==> src/rtl/mem_ctrl.sv <==
// Byte-serial RAM port controller shared by instruction fetch and the MEM stage.
// Splits 1/2/4-byte accesses into single-byte RAM cycles and assembles little-endian read data.
module mem_ctrl #(
  parameter int ADDR_W = 32
) (
  input  logic              clk,
  input  logic              rst,
  input  logic              if_req,
  input  logic [ADDR_W-1:0] if_addr,
  input  logic              if_flush,
  output logic [31:0]       if_data,
  output logic              if_done,
  input  logic              mem_load_req,
  input  logic              mem_store_req,
  input  logic [ADDR_W-1:0] mem_addr,
  input  logic [2:0]        mem_nbytes,
  input  logic [31:0]       mem_wdata,
  output logic [31:0]       mem_rdata,
  output logic              mem_done,
  output logic [ADDR_W-1:0] ram_a,
  output logic              ram_wr,
  output logic [7:0]        ram_dout,
  input  logic [7:0]        ram_din
);

  typedef enum logic [1:0] {IDLE, READ, WRITE, DONE} state_t;

  state_t            state_q, state_d;
  logic [2:0]        cnt_q, cnt_d;
  logic [2:0]        n_q, n_d;
  logic              owner_if_q, owner_if_d;
  logic [ADDR_W-1:0] base_q, base_d;
  logic [31:0]       wdata_q, wdata_d;
  logic [31:0]       rdata_q, rdata_d;
  logic [ADDR_W-1:0] ram_a_q;

  logic [2:0]        n_mem;
  logic [2:0]        cnt_m1;
  logic [ADDR_W-1:0] cur_addr;
  logic [31:0]       rd_mask;

  // Unsupported sizes fall back to a full word.
  assign n_mem    = (mem_nbytes == 3'd1) ? 3'd1 : (mem_nbytes == 3'd2) ? 3'd2 : 3'd4;
  assign cnt_m1   = cnt_q - 3'd1;
  assign cur_addr = base_q + ADDR_W'(cnt_q);
  assign rd_mask  = (n_q == 3'd1) ? 32'h0000_00ff :
                    (n_q == 3'd2) ? 32'h0000_ffff : 32'hffff_ffff;

  always_comb begin
    state_d    = state_q;
    cnt_d      = cnt_q;
    n_d        = n_q;
    owner_if_d = owner_if_q;
    base_d     = base_q;
    wdata_d    = wdata_q;
    rdata_d    = rdata_q;
    ram_a      = ram_a_q;
    ram_wr     = 1'b0;
    ram_dout   = 8'h00;
    if_done    = 1'b0;
    mem_done   = 1'b0;
    if_data    = 32'h0;
    mem_rdata  = 32'h0;

    case (state_q)
      IDLE: begin
        cnt_d   = 3'd0;
        rdata_d = 32'h0;
        if (mem_store_req) begin
          owner_if_d = 1'b0;
          base_d     = mem_addr;
          n_d        = n_mem;
          wdata_d    = mem_wdata;
          state_d    = WRITE;
        end else if (mem_load_req) begin
          owner_if_d = 1'b0;
          base_d     = mem_addr;
          n_d        = n_mem;
          state_d    = READ;
        end else if (if_req && !if_flush) begin
          owner_if_d = 1'b1;
          base_d     = if_addr;
          n_d        = 3'd4;
          state_d    = READ;
        end
      end

      READ: begin
        if (cnt_q < n_q) ram_a = cur_addr;
        // ram_din carries the byte addressed in the previous cycle
        if (cnt_q != 3'd0) rdata_d[{cnt_m1[1:0], 3'b000} +: 8] = ram_din;
        if (owner_if_q && if_flush) begin
          state_d = IDLE;
        end else if (cnt_q == n_q) begin
          state_d = DONE;
        end else begin
          cnt_d = cnt_q + 3'd1;
        end
      end

      WRITE: begin
        ram_a    = cur_addr;
        ram_wr   = 1'b1;
        ram_dout = wdata_q[{cnt_q[1:0], 3'b000} +: 8];
        if (cnt_q == n_q - 3'd1) state_d = DONE;
        else cnt_d = cnt_q + 3'd1;
      end

      DONE: begin
        state_d = IDLE;
        cnt_d   = 3'd0;
        if (owner_if_q) begin
          if_done = !if_flush;
          if_data = rdata_q & rd_mask;
        end else begin
          mem_done  = 1'b1;
          mem_rdata = rdata_q & rd_mask;
        end
      end

      default: state_d = IDLE;
    endcase
  end

  always_ff @(posedge clk) begin
    if (rst) begin
      state_q    <= IDLE;
      cnt_q      <= 3'd0;
      n_q        <= 3'd4;
      owner_if_q <= 1'b0;
      base_q     <= '0;
      wdata_q    <= 32'h0;
      rdata_q    <= 32'h0;
      ram_a_q    <= '0;
    end else begin
      state_q    <= state_d;
      cnt_q      <= cnt_d;
      n_q        <= n_d;
      owner_if_q <= owner_if_d;
      base_q     <= base_d;
      wdata_q    <= wdata_d;
      rdata_q    <= rdata_d;
      ram_a_q    <= ram_a;
    end
  end

endmodule

==> config.mk <==
export PLATFORM = sky130hd
export DESIGN_NAME = mem_ctrl
export DESIGN_NICKNAME = d
export VERILOG_FILES = /design/src/rtl/mem_ctrl.sv
export SDC_FILE = /design/constraint.sdc
export NUM_CORES = 1
export LEC_CHECK = 0
export ABC_CLOCK_PERIOD_IN_PS = 2400
export CAP_MARGIN = 20
export CORE_ASPECT_RATIO = 0.6
export CORE_UTILIZATION = 35
export DETAILED_ROUTE_END_ITERATION = 10
export PLACE_DENSITY_LB_ADDON = 0.12
export SLEW_MARGIN = 5
export SYNTH_ARGS = -nofsm -noshare
export SYNTH_HDL_FRONTEND = slang
export SYNTH_SLANG_ARGS = --single-unit
==> constraint.sdc <==
create_clock -name clk -period 2.4 [get_ports clk]
set_input_delay 0.48 -clock clk [delete_from_list [all_inputs] [get_ports clk]]
set_output_delay 0.48 -clock clk [all_outputs]
set_load 0.02 [all_outputs]
==> flow_metrics.py <==
metrics = {
    "timing": {
        "period_share_pct": 125,
        "tns_ns": -14.64,
        "fin_ws_ns": -0.596,
        "fmax_mhz": 334,
        "period_needed_ns": 3.00,
        "finalSetupViolCount": 33,
        "final_hold_viol_count": 0,
        "drv_slew": 0,
        "grt_setup_unrepaired": "yes",
        "worst_slew_pin_slew_ns": 0.700,
        "finClkSkew_ns": 0.0102,
        "slew_headroom_pct": 53.0,
    },
    "yosys": {
        "synthAdderAreaFrac_pct": 3.57,
        "syn-cell-area_mm2": 0.00721,
        "synth_seq_area_share_pct": 38.0,
        "netlist_top_cells_area": "dfxtp_1 (38%), nand2_1 (8.2%), o2bb2ai_1 (6.1%)",
        "yosysTopAreaCell": "dfxtp_1",
        "synth_edf_count": 0,
        "synth_xor_area_share_pct": 4.22,
        "async_flop_share_pct": 0,
        "synth_simple_gate_area_share_pct": 24.8,
        "synth_cells": 874,
        "yosys_warnings": 0,
        "avgSynthCellArea_um2": 8.25,
        "synth_top_family_by_area": "simple AND/OR/NAND/NOR gates",
        "syn_nets": 1007,
        "synth-compound-area-share_pct": 21.8,
        "ys.flop_type": "dfxtp_1",
        "yosys.cell_types.count": 54,
        "synth_top_area_share_pct": 38.0,
        "ys_ff_latch": 137,
        "synthMuxAreaShare_pct": 2.79,
    },
    "global_route": {
        "grt_use_total_pct": 23.3,
        "grt_pass1_wl_um": 39000,
        "first_global_vias": 7043,
        "grt_max_degree": 40,
        "grt.overflow.total": 0,
        "antenna_found_initial": 1,
    },
    "clock_network": {
        "clkLatencyLatePin_ns": 0.42,
        "hold_buffers": 0,
        "numClockSinks": 137,
        "cts_tree": "built",
        "cts-root-buf": "clkbuf_16",
        "htreeDepth": 4,
        "cts_max_path_buffers": 2,
        "clk_pin_slew_ns": 0.07,
        "cts_buffers": 17,
    },
    "routing": {
        "num_vias": 7644,
        "finalWirelength_um": 25800,
        "ant_nets": 0,
        "drtIter0Drc": 470,
        "drcViolationCount": 0,
        "wl_per_cell_um": 17.4,
        "avgViaCountPerCell": 5.16,
        "dr.pass1.iters": 7,
    },
    "critical_path": {
        "cp_max_fo": 7,
        "arrival_ns": 2.52,
        "worstPathRequired_ns": 1.92,
        "cpPeakStageDelay_ns": 0.36,
        "cp_cell_sequence": "ha_4, inv_2, fa_2, and2b_2, o2111ai_4, nor3_2, xnor2_1, o2bb2ai_2, buf_6",
        "end_kind": "output port",
        "worstSetupPathType": "reg2out",
        "crit_slowest_cell": "dfxtp_4",
        "critical_path.startpoint_type": "register",
    },
    "final_layout": {
        "fill_cells": 1777,
        "nets": 1327,
        "diodes": 0,
        "drive_above_1_share_pct": 32.3,
        "final_cell_mix": "nand2_1 (146), dfxtp_1 (130), buf_4 (112)",
        "multi_input_area_mm2": 0.00491,
        "final_common_cell": "nand2_1",
        "regArea_mm2": 0.00276,
        "syn2layout_area_growth_pct": 67.4,
    },
    "die": {
        "die-area_mm2": 0.0212,
        "start_util_pct": 35.8,
        "die_w_um": 187,
        "io_pins": 220,
        "dieHeight_um": 113,
        "coreArea_mm2": 0.0201,
        "rows": 40,
    },
    "power": {
        "powerDensity_mw_per_mm2": 1030,
        "p_leak_nw": 4.80,
        "ir_worst_vdd_uv": 811,
    },
    "job": {
        "drv_cap": 0,
    },
    "place": {
        "hpwl_um": 17000,
        "dp_slack_ns": -0.621,
        "gp_congestion": 0.823,
        "numPortBuffers": 219,
    },
    "hold_path": {
        "min_path_type": "in2reg",
    },
    "status": {
        "status": "finished, violations left",
        "violations": "setup timing",
    },
}
## layout make-up
type	count	area share, %
clock inverter	15	1.26
inverter	21	0.746
tap	273	2.83
clock buffer	17	3.52
sequential	137	22.9
timing repair inverter	1	0.0622
timing repair buffer	358	28.0
multi-input combinational	658	40.7
## metrics by stage
stage / hold slack [ns] / util [%] / area (um^2) / power (mW) / instances
final: 0.424 / 60.0 / 12100 / 12.4 / 1480
after global routing: 0.428 / 60.0 / 12100 / 13.1 / 1480
after CTS: 0.421 / 57.9 / 11600 / 11.8 / 1465
after detailed placement: 0.447 / 51.8 / 10400 / 8.14 / 1408
after global placement: 0.441 / 51.8 / 10400 / 8.13 / 1408
after floorplan: 0.433 / - / 7330 / 5.95 / 874
## critical path, delay by kind of cell, from the launching register on
| family | cells | cell delay (ns) |
|---|---|---|
| AND/OR/NAND/NOR | 2 | 0.59 |
| adder cells (fa/ha/maj) | 2 | 0.45 |
| flip-flops | 1 | 0.36 |
| AO/OA/AOI/OAI | 2 | 0.33 |
| XOR/XNOR | 1 | 0.19 |
| buffers and inverters | 2 | 0.16 |
## power by group
group | internal (mW) | switching [mW] | total [mW]
logic | 3.14 | 3.67 | 6.82
clock network | 1.39 | 1.21 | 2.60
registers | 2.70 | 0.285 | 2.98
total | 7.23 | 5.17 | 12.4
## final timing paths
kind	cells after the start	from	end	slack, ns
hold reg to reg	2	wdata_q[25]	wdata_q[25]	0.45
hold / removal	2	rst	rdata_q[12]	0.42
setup reg to reg	10	cnt_q[0]	ram_a_q[26]	0.11
setup / recovery	9	cnt_q[0]	ram_a[26]	-0.60
## flip-flops by register name (all words and copies together), names as in the netlist
register,cells
owner_if_q,1
base_q,32
cnt_q,3
wdata_q,32
rdata_q,32
ram_a_q,32
state_q,2
n_q,3
## layer usage
metal | share of wire, % | track usage [%] | vias up
li1 | - | - | 3740
met1 | 52 | 35.3 | 3600
met2 | 40 | 32.5 | 277
met3 | 7.3 | 5.65 | 25
met4 | 0.87 | 5.41 | 2
met5 | 0.047 | 0 | -
## cell usage after synthesis (all sizes together) (3+ instances only)
| master | instances |
|---|---|
| nor4 | 4 |
| o21ai | 47 |
| nor2b | 3 |
| and4 | 7 |
| nand3 | 33 |
| o2bb2ai | 50 |
| nor2 | 60 |
| dfxtp | 137 |
| o21a | 3 |
| a22oi | 8 |
| and2 | 68 |
| buf | 19 |
| a21oi | 72 |
| and3 | 15 |
| inv | 21 |
| nand2 | 158 |
| nor3 | 6 |
| clkbuf | 39 |
| nand4 | 6 |
| ha | 19 |
| mux4 | 8 |
| xnor2 | 18 |
| nand2b | 4 |
| xor2 | 14 |
| a311oi | 32 |
## logic make-up (layout without fill, tap and decap cells)
group,Yosys count,count (layout)
muxes,10,10
buffers and inverters,79,412
AOI/OAI and AO/OA,226,226
and+or+nand+nor,369,369
DFF,137,137
adders and majority gates,20,20
xor gates and xnor gates,33,33
## repair_timing
item,in CTS,in global routing
buffers inserted,21,12
gates resized for setup,530,82
endpoints found under the setup margin,107,90
cloned,4,5
pin swaps,37,22
Power figures use the tool's default switching activity.
